### src/rtl/wb_arb_pkg.sv
// rtl/wb_arb_pkg.sv - shared types and constants for the writeback port arbiter
package wb_arb_pkg;

    typedef enum logic [1:0] {
        IDLE  = 2'd0,
        PEND  = 2'd1,
        FORCE = 2'd2
    } wb_arb_state_e;

    typedef struct packed {
        logic [31:0] data;
        logic [4:0]  dst_reg;
        logic        live;
    } llu_entry_t;

    localparam logic [4:0] REG_ZERO = 5'd0;

endpackage

### src/rtl/wb_llu_fifo.sv
// rtl/wb_llu_fifo.sv - circular LLU result buffer with parallel register-match live-clear
module wb_llu_fifo
    import wb_arb_pkg::*;
#(
    parameter int DEPTH = 2,
    localparam int PW = $clog2(DEPTH),
    localparam int CW = PW + 1
) (
    input  logic            clk,
    input  logic            rst_n,
    input  logic            push,
    input  llu_entry_t      push_entry,
    input  logic            pop,
    input  logic            kill_en,
    input  logic [4:0]      kill_reg,
    output llu_entry_t      head,
    output logic [CW-1:0]   count,
    output logic            empty
);

    llu_entry_t    mem_q [DEPTH];
    llu_entry_t    mem_d [DEPTH];
    llu_entry_t    new_entry;
    logic [PW-1:0] wr_ptr_q, wr_ptr_d;
    logic [PW-1:0] rd_ptr_q, rd_ptr_d;
    logic [CW-1:0] count_q, count_d;

    always_comb begin
        mem_d     = mem_q;
        new_entry = push_entry;
        wr_ptr_d  = wr_ptr_q;
        rd_ptr_d  = rd_ptr_q;
        // A pipeline write supersedes every older result bound for the same register
        for (int i = 0; i < DEPTH; i++) begin
            if (kill_en && (mem_q[i].dst_reg == kill_reg)) begin
                mem_d[i].live = 1'b0;
            end
        end
        if (kill_en && (push_entry.dst_reg == kill_reg)) begin
            new_entry.live = 1'b0;
        end
        if (push) begin
            mem_d[wr_ptr_q] = new_entry;
            wr_ptr_d        = wr_ptr_q + 1'b1;
        end
        if (pop) begin
            rd_ptr_d = rd_ptr_q + 1'b1;
        end
        count_d = count_q + CW'(push) - CW'(pop);
    end

    always_ff @(posedge clk or negedge rst_n) begin
        if (!rst_n) begin
            for (int i = 0; i < DEPTH; i++) begin
                mem_q[i] <= '0;
            end
            wr_ptr_q <= '0;
            rd_ptr_q <= '0;
            count_q  <= '0;
        end else begin
            mem_q    <= mem_d;
            wr_ptr_q <= wr_ptr_d;
            rd_ptr_q <= rd_ptr_d;
            count_q  <= count_d;
        end
    end

    assign head  = mem_q[rd_ptr_q];
    assign count = count_q;
    assign empty = (count_q == '0);

endmodule

### src/rtl/wb_port_arbiter.sv
// rtl/wb_port_arbiter.sv - register file write port arbiter, pipeline vs. queued LLU results
// Optional starvation guard (counter + FORCE stall) built when WB_ARB_STARVE_EN is defined.
module wb_port_arbiter
    import wb_arb_pkg::*;
#(
    parameter int DEPTH        = 2,
    parameter int STARVE_LIMIT = 8,
    localparam int CW = $clog2(DEPTH) + 1
) (
    input  logic          clk,
    input  logic          rst_n,
    input  logic [31:0]   WbData,
    input  logic [4:0]    WbReg,
    input  logic          WbWrite,
    input  logic          LluValid,
    output logic          LluReady,
    input  logic [31:0]   LluData,
    input  logic [4:0]    LluReg,
    output logic [31:0]   RfWriteData,
    output logic [4:0]    RfWriteReg,
    output logic          RfWrite,
    output logic          PipeStall,
    output logic [CW-1:0] QueueCount
);

    llu_entry_t    push_entry;
    llu_entry_t    head;
    logic [CW-1:0] count;
    logic          empty;
    logic          llu_ready;
    logic          push, pop;
    logic          pipe_want, pipe_grant;
    logic          head_live, head_grant;
    logic          pipe_stall;

    assign llu_ready  = (count < CW'(DEPTH));
    assign push       = LluValid && llu_ready;
    assign push_entry = '{data: LluData, dst_reg: LluReg, live: (LluReg != REG_ZERO)};

    // During a forced drain the pipeline write is dropped; upstream re-presents it
    assign pipe_want  = WbWrite && (WbReg != REG_ZERO);
    assign pipe_grant = pipe_want && !pipe_stall;
    assign head_live  = !empty && head.live;
    assign head_grant = head_live && !pipe_grant;
    assign pop        = !empty && (head_grant || !head.live);

    wb_llu_fifo #(
        .DEPTH (DEPTH)
    ) u_fifo (
        .clk        (clk),
        .rst_n      (rst_n),
        .push       (push),
        .push_entry (push_entry),
        .pop        (pop),
        .kill_en    (pipe_grant),
        .kill_reg   (WbReg),
        .head       (head),
        .count      (count),
        .empty      (empty)
    );

`ifdef WB_ARB_STARVE_EN
    localparam int SW = $clog2(STARVE_LIMIT) + 1;
    localparam logic [SW-1:0] STARVE_MAX = SW'(STARVE_LIMIT - 1);

    wb_arb_state_e state_q, state_d;
    logic [SW-1:0] starve_q, starve_d;
    logic [CW-1:0] count_nxt;

    assign count_nxt = count + CW'(push) - CW'(pop);

    always_ff @(posedge clk or negedge rst_n) begin
        if (!rst_n) begin
            state_q  <= IDLE;
            starve_q <= '0;
        end else begin
            state_q  <= state_d;
            starve_q <= starve_d;
        end
    end

    always_comb begin
        state_d  = state_q;
        starve_d = starve_q;
        case (state_q)
            IDLE: begin
                starve_d = '0;
                state_d  = (count_nxt != '0) ? PEND : IDLE;
            end
            PEND: begin
                if (pop) begin
                    starve_d = '0;
                end else if (head_live && !head_grant) begin
                    starve_d = starve_q + 1'b1;
                end
                if (count_nxt == '0) begin
                    state_d  = IDLE;
                    starve_d = '0;
                end else if (starve_d == STARVE_MAX) begin
                    state_d = FORCE;
                end
            end
            FORCE: begin
                starve_d = '0;
                state_d  = (count_nxt != '0) ? PEND : IDLE;
            end
            default: begin
                state_d  = IDLE;
                starve_d = '0;
            end
        endcase
    end

    always_comb begin
        pipe_stall = (state_q == FORCE);
    end
`else
    assign pipe_stall = 1'b0;
`endif

    always_comb begin
        RfWrite     = pipe_grant || head_grant;
        RfWriteReg  = REG_ZERO;
        RfWriteData = '0;
        if (pipe_grant) begin
            RfWriteReg  = WbReg;
            RfWriteData = WbData;
        end else if (head_grant) begin
            RfWriteReg  = head.dst_reg;
            RfWriteData = head.data;
        end
    end

    assign LluReady   = llu_ready;
    assign PipeStall  = pipe_stall;
    assign QueueCount = count;

endmodule
### config.mk
export PLATFORM = sky130hd
export DESIGN_NAME = wb_port_arbiter
export DESIGN_NICKNAME = d
export VERILOG_FILES = /design/src/rtl/wb_arb_pkg.sv /design/src/rtl/wb_llu_fifo.sv /design/src/rtl/wb_port_arbiter.sv
export SDC_FILE = /design/constraint.sdc
export NUM_CORES = 1
export LEC_CHECK = 0
export ABC_AREA = 1
export CAP_MARGIN = 30
export CELL_PAD_IN_SITES_DETAIL_PLACEMENT = 0
export CELL_PAD_IN_SITES_GLOBAL_PLACEMENT = 1
export CORE_MARGIN = 1.5
export CORE_UTILIZATION = 34
export DETAILED_ROUTE_END_ITERATION = 8
export HOLD_SLACK_MARGIN = 0.1
export PLACE_DENSITY_LB_ADDON = 0.1
export SLEW_MARGIN = 25
export SYNTH_ARGS = -nofsm -noshare
export SYNTH_HDL_FRONTEND = slang
export SYNTH_SLANG_ARGS = --single-unit
### constraint.sdc
create_clock -name clk -period 2 [get_ports clk]
set_input_delay 0.2 -clock clk [delete_from_list [all_inputs] [get_ports clk]]
set_output_delay 0.2 -clock clk [all_outputs]
set_load 0.01 [all_outputs]
==> impl_summary.txt <==
----------------------------------------------------
[Finish]
  Commonest non-fill, non-tap cells in the layout ... nand2_1 (299), clkdlybuf4s50_1 (79), dfrtp_1 (79)
  Share of cells above drive strength 1 ... about 15%
  Total of fill cells in the finished design ... approximately 1,300
  Leading cell type in the layout, fill and taps excluded ... nand2_1
  Finished Core Util ... a little under 50%
  Final Net Count ... ~800
  Synthesis-to-finish area growth ... 39.0%
  N_diodes ... 0
  Post-Layout Inst Area ... around 6000 um^2

[Synth]
  Seq/Total Area, Yosys ... 46.6%
  Synth Net Count ... ~680
  Unique cell type count in the Yosys netlist ... 27
  Top cells by area in the synthesized netlist ... dfrtp_1 (47%), nand2_1 (26%), o21ai_0 (6.3%)
  Gate count of the mapped netlist ... between 500 and 600
  Biggest area consumer among synthesized cells ... dfrtp_1
  Proportion of register bits with asynchronous set or reset after synthesis ... 100%
  Portion of synthesized cell area occupied by the leading cell type ... ~47%
  Predominant post-synthesis flop cell ... dfrtp_1
  Post-synthesis cell area ... about 4300 um^2
  Flop and latch count out of synthesis ... 80
  Mean post-synth cell area ... 7.18 um^2
  YS warnings ... 0
  EDFF count, synth ... 0

[Clock network]
  Number of H-tree levels ... 3
  Source-to-sink clock delay at the later pin of the worst-skew pair ... 0.33 ns
  Library cell used as clock root buffer ... clkbuf_16
  Total number of clock tree sinks ... 80
  Worst-path clk slew ... roughly 0.070 ns
  Deepest clock path buffer count ... 2
  Clock buffer count from CTS ... 9
  TritonCTS clock tree ... yes

[Critical path]
  Number of buffers and inverters on the critical path ... 2
  Startpoint type of the worst setup path ... flop
  Count of cells along the worst register-to-register path ... 10
  Capturing element type of the critical path ... primary output
  Gate family responsible for the most delay along the worst path ... flip-flops
  Kind of critical path ... flop to primary output
  FF-to-FF Start ... u_fifo.rd_ptr_q$_DFFE_PN0P_
  Crit path arrival time ... about 1.8 ns
  CP Cell Sequence ... nand2_2 > o21ai_2 > a21oi_2 > and2_4 > buf_12 > nand2_1 > nand2_1 > clkdlybuf4s15_1
  Dominant cell type by count on the critical path ... nand2_1
  Largest stage delay on the critical path ... about 0.42 ns
  Worst Path Max Fanout ... 10
  End of the worst register-to-register path ... u_fifo.count[1]$_DFF_PN0_
  Data required time at the worst endpoint ... about 1.8 ns
  Source of the critical timing path ... u_fifo.rd_ptr_q$_DFFE_PN0P_
  Worst R2R Setup Slack ... around 0.23 ns
  Slowest-stage cell, CP ... dfrtp_2

[Route]
  Final Routed Wirelength ... roughly 11,000 um
  Total vias in the final route ... 4,027
  Remaining DRCs ... 0
  Violation count after the first detailed-route iteration ... ~190
  Post-route antenna net violation count ... 0
  Number of detailed-route iterations in the first pass ... 5
  Routed length per instance ... around 13 um
  Via/cell ratio ... roughly 4.5

[Placed design]
  Post-detail-place hpwl ... 7770 um
  Gp weighted congestion ... 0.840
  I/O Buffers ... about 120
  Post-detailed-placement cell area ... a little under 6000 um^2

[Power and ir drop]
  Reported net switching power ... between 3 and 4 mW
  Internal Power ... 4.90 mW
  Portion of total power attributed to combinational logic ... 46.1%
  Power density over the cells ... between 1000 and 1500 nW/um^2
  Reported leakage power ... 3.18 nW
  Sequential share of power ... 34.9%
  Worst-case vdd ir drop ... ~0.00074 V
  Share of total power consumed by net switching ... between 30% and 40%
  Clk pwr share ... 18.9%

[Floorplan]
  Die ar. ... 13,300 um^2
  Overall die height ... ~120 um
  Std-Cell Core Area ... ~12,000 um^2
  Die X-Extent ... approximately 120 um
  Number of ports placed on the die boundary ... 120
  Number of standard-cell rows in the floorplan ... 40
  Starting density of the core ... about a third

[Global route]
  Grt total ovfl ... 0
  Initial antenna violation count ... 0
  Maximum number of pins on one net before global-route repair ... just over 70
  Number of global-route vias before repair ... 3,835
  First-pass GRT wire length ... between 15,000 and 20,000 um
  Total track usage ... 17.7%

[Timing]
  Minimum clock period after layout ... a little under 2 ns
  Final hold slack ... 0.374 ns
  Setup Viol. Count Final ... 0
  Unrepaired setup endpoints after global routing ... true
  Worst clock skew on the final layout ... 0.00931 ns
  Final number of max-transition violations ... 0
  Hold Vio Cnt, Final ... 0
  Share of the clock period used by the worst path after layout ... between 90% and 100%
  Peak clock frequency supported by timing ... just over 500 MHz

[Outcome]
  Outcome ... completed

[Hold path]
  Worst hold path type ... input pin to async pin

[Flow run]
  Max-cap viol count ... 0

----------------------------------------------------
==> kinds of logic after synthesis <==
| logic type | after synthesis | synth area share, % |
|---|---|---|
| compound gates | 79 | 9.21 |
| flops | 80 | 46.6 |
| fa+ha+maj | 2 | 0.583 |
| simple gates | 333 | 30.7 |
| buf+inv | 87 | 9.53 |
| other cells | 1 | 0.0874 |
| xor+xnor | 16 | 3.27 |
==> sequential cells by signal, summed over array words and instances, names as in the netlist <==
signal and cells:
u_fifo.count 2, u_fifo.mem_q 76, u_fifo.rd_ptr_q 1, u_fifo.wr_ptr_q 1
==> power groups by stage <==
stage                     combinational [mW]  clock, mW  sequential, mW
final                                   3.71       1.52            2.81
after global routing                    4.19       1.64            2.91
after CTS                               3.92       1.56            2.81
after detailed placement                3.75          0            2.82
after global placement                  3.69          0            2.80
after floorplan                         2.30          0            2.75
==> timing repair <==
action	in CTS	in global routing
pin swaps	1	2
setup endpoints to repair	38	38
hold buffers	1	0
gates cloned	2	0
resized for setup	110	29
buffers inserted	3	0
hold endpoints to repair	32	0
==> per-layer routing <==
layer / global-route usage (%) / vias up / wire [um]
met5: 0 / - / 0
met4: 6.26 / 0 / 101
met3: 2.85 / 6 / 553
met2: 29.1 / 98 / 5420
met1: 23.8 / 1850 / 5350
li1: - / 2073 / -
==> worst max path at each step <==
stage,end,cells after the start
after floorplan,u_fifo.count[1]$_DFF_PN0_,10
after global placement,RfWriteData[16],9
after detailed placement,RfWriteData[2],9
after CTS,RfWriteData[18],8
after global routing,RfWriteData[20],8
final,RfWriteData[20],8
==> cell usage after synthesis (3+ instances only) <==
library cell  instances
buf_6                 3
nand2_1             301
dfrtp_1              80
xor2_1               10
clkbuf_1              8
inv_2                 5
buf_2                19
inv_1                47
nand3_1               6
o21ai_1              23
nor2_1                5
nand2_2              12
xnor2_1               6
o21ai_0              54
nor2_2                4
==> through the flow <==
step	setup TNS, ns	total power [mW]	instances	worst slack, ns
floorplan	0	5.05	598	0.340
global placement	-5.97	6.49	877	-0.189
finish	0	8.05	897	0.0439
detailed placement	-6.50	6.58	877	-0.206
CTS	0	8.28	898	0.00163
global route	-0.141	8.75	897	-0.0491
==> area by class of cell <==
type,instances,area [um^2],share of cell area [%]
Clock buffer,11,243,4.07
Clock inverter,5,32.5,0.545
Inverter,52,200,3.36
Multi-Input combinational cell,431,1890,31.7
Sequential cell,80,2000,33.6
Tap cell,168,210,3.52
Timing Repair Buffer,150,1390,23.2
Power figures use the tool's default switching activity.
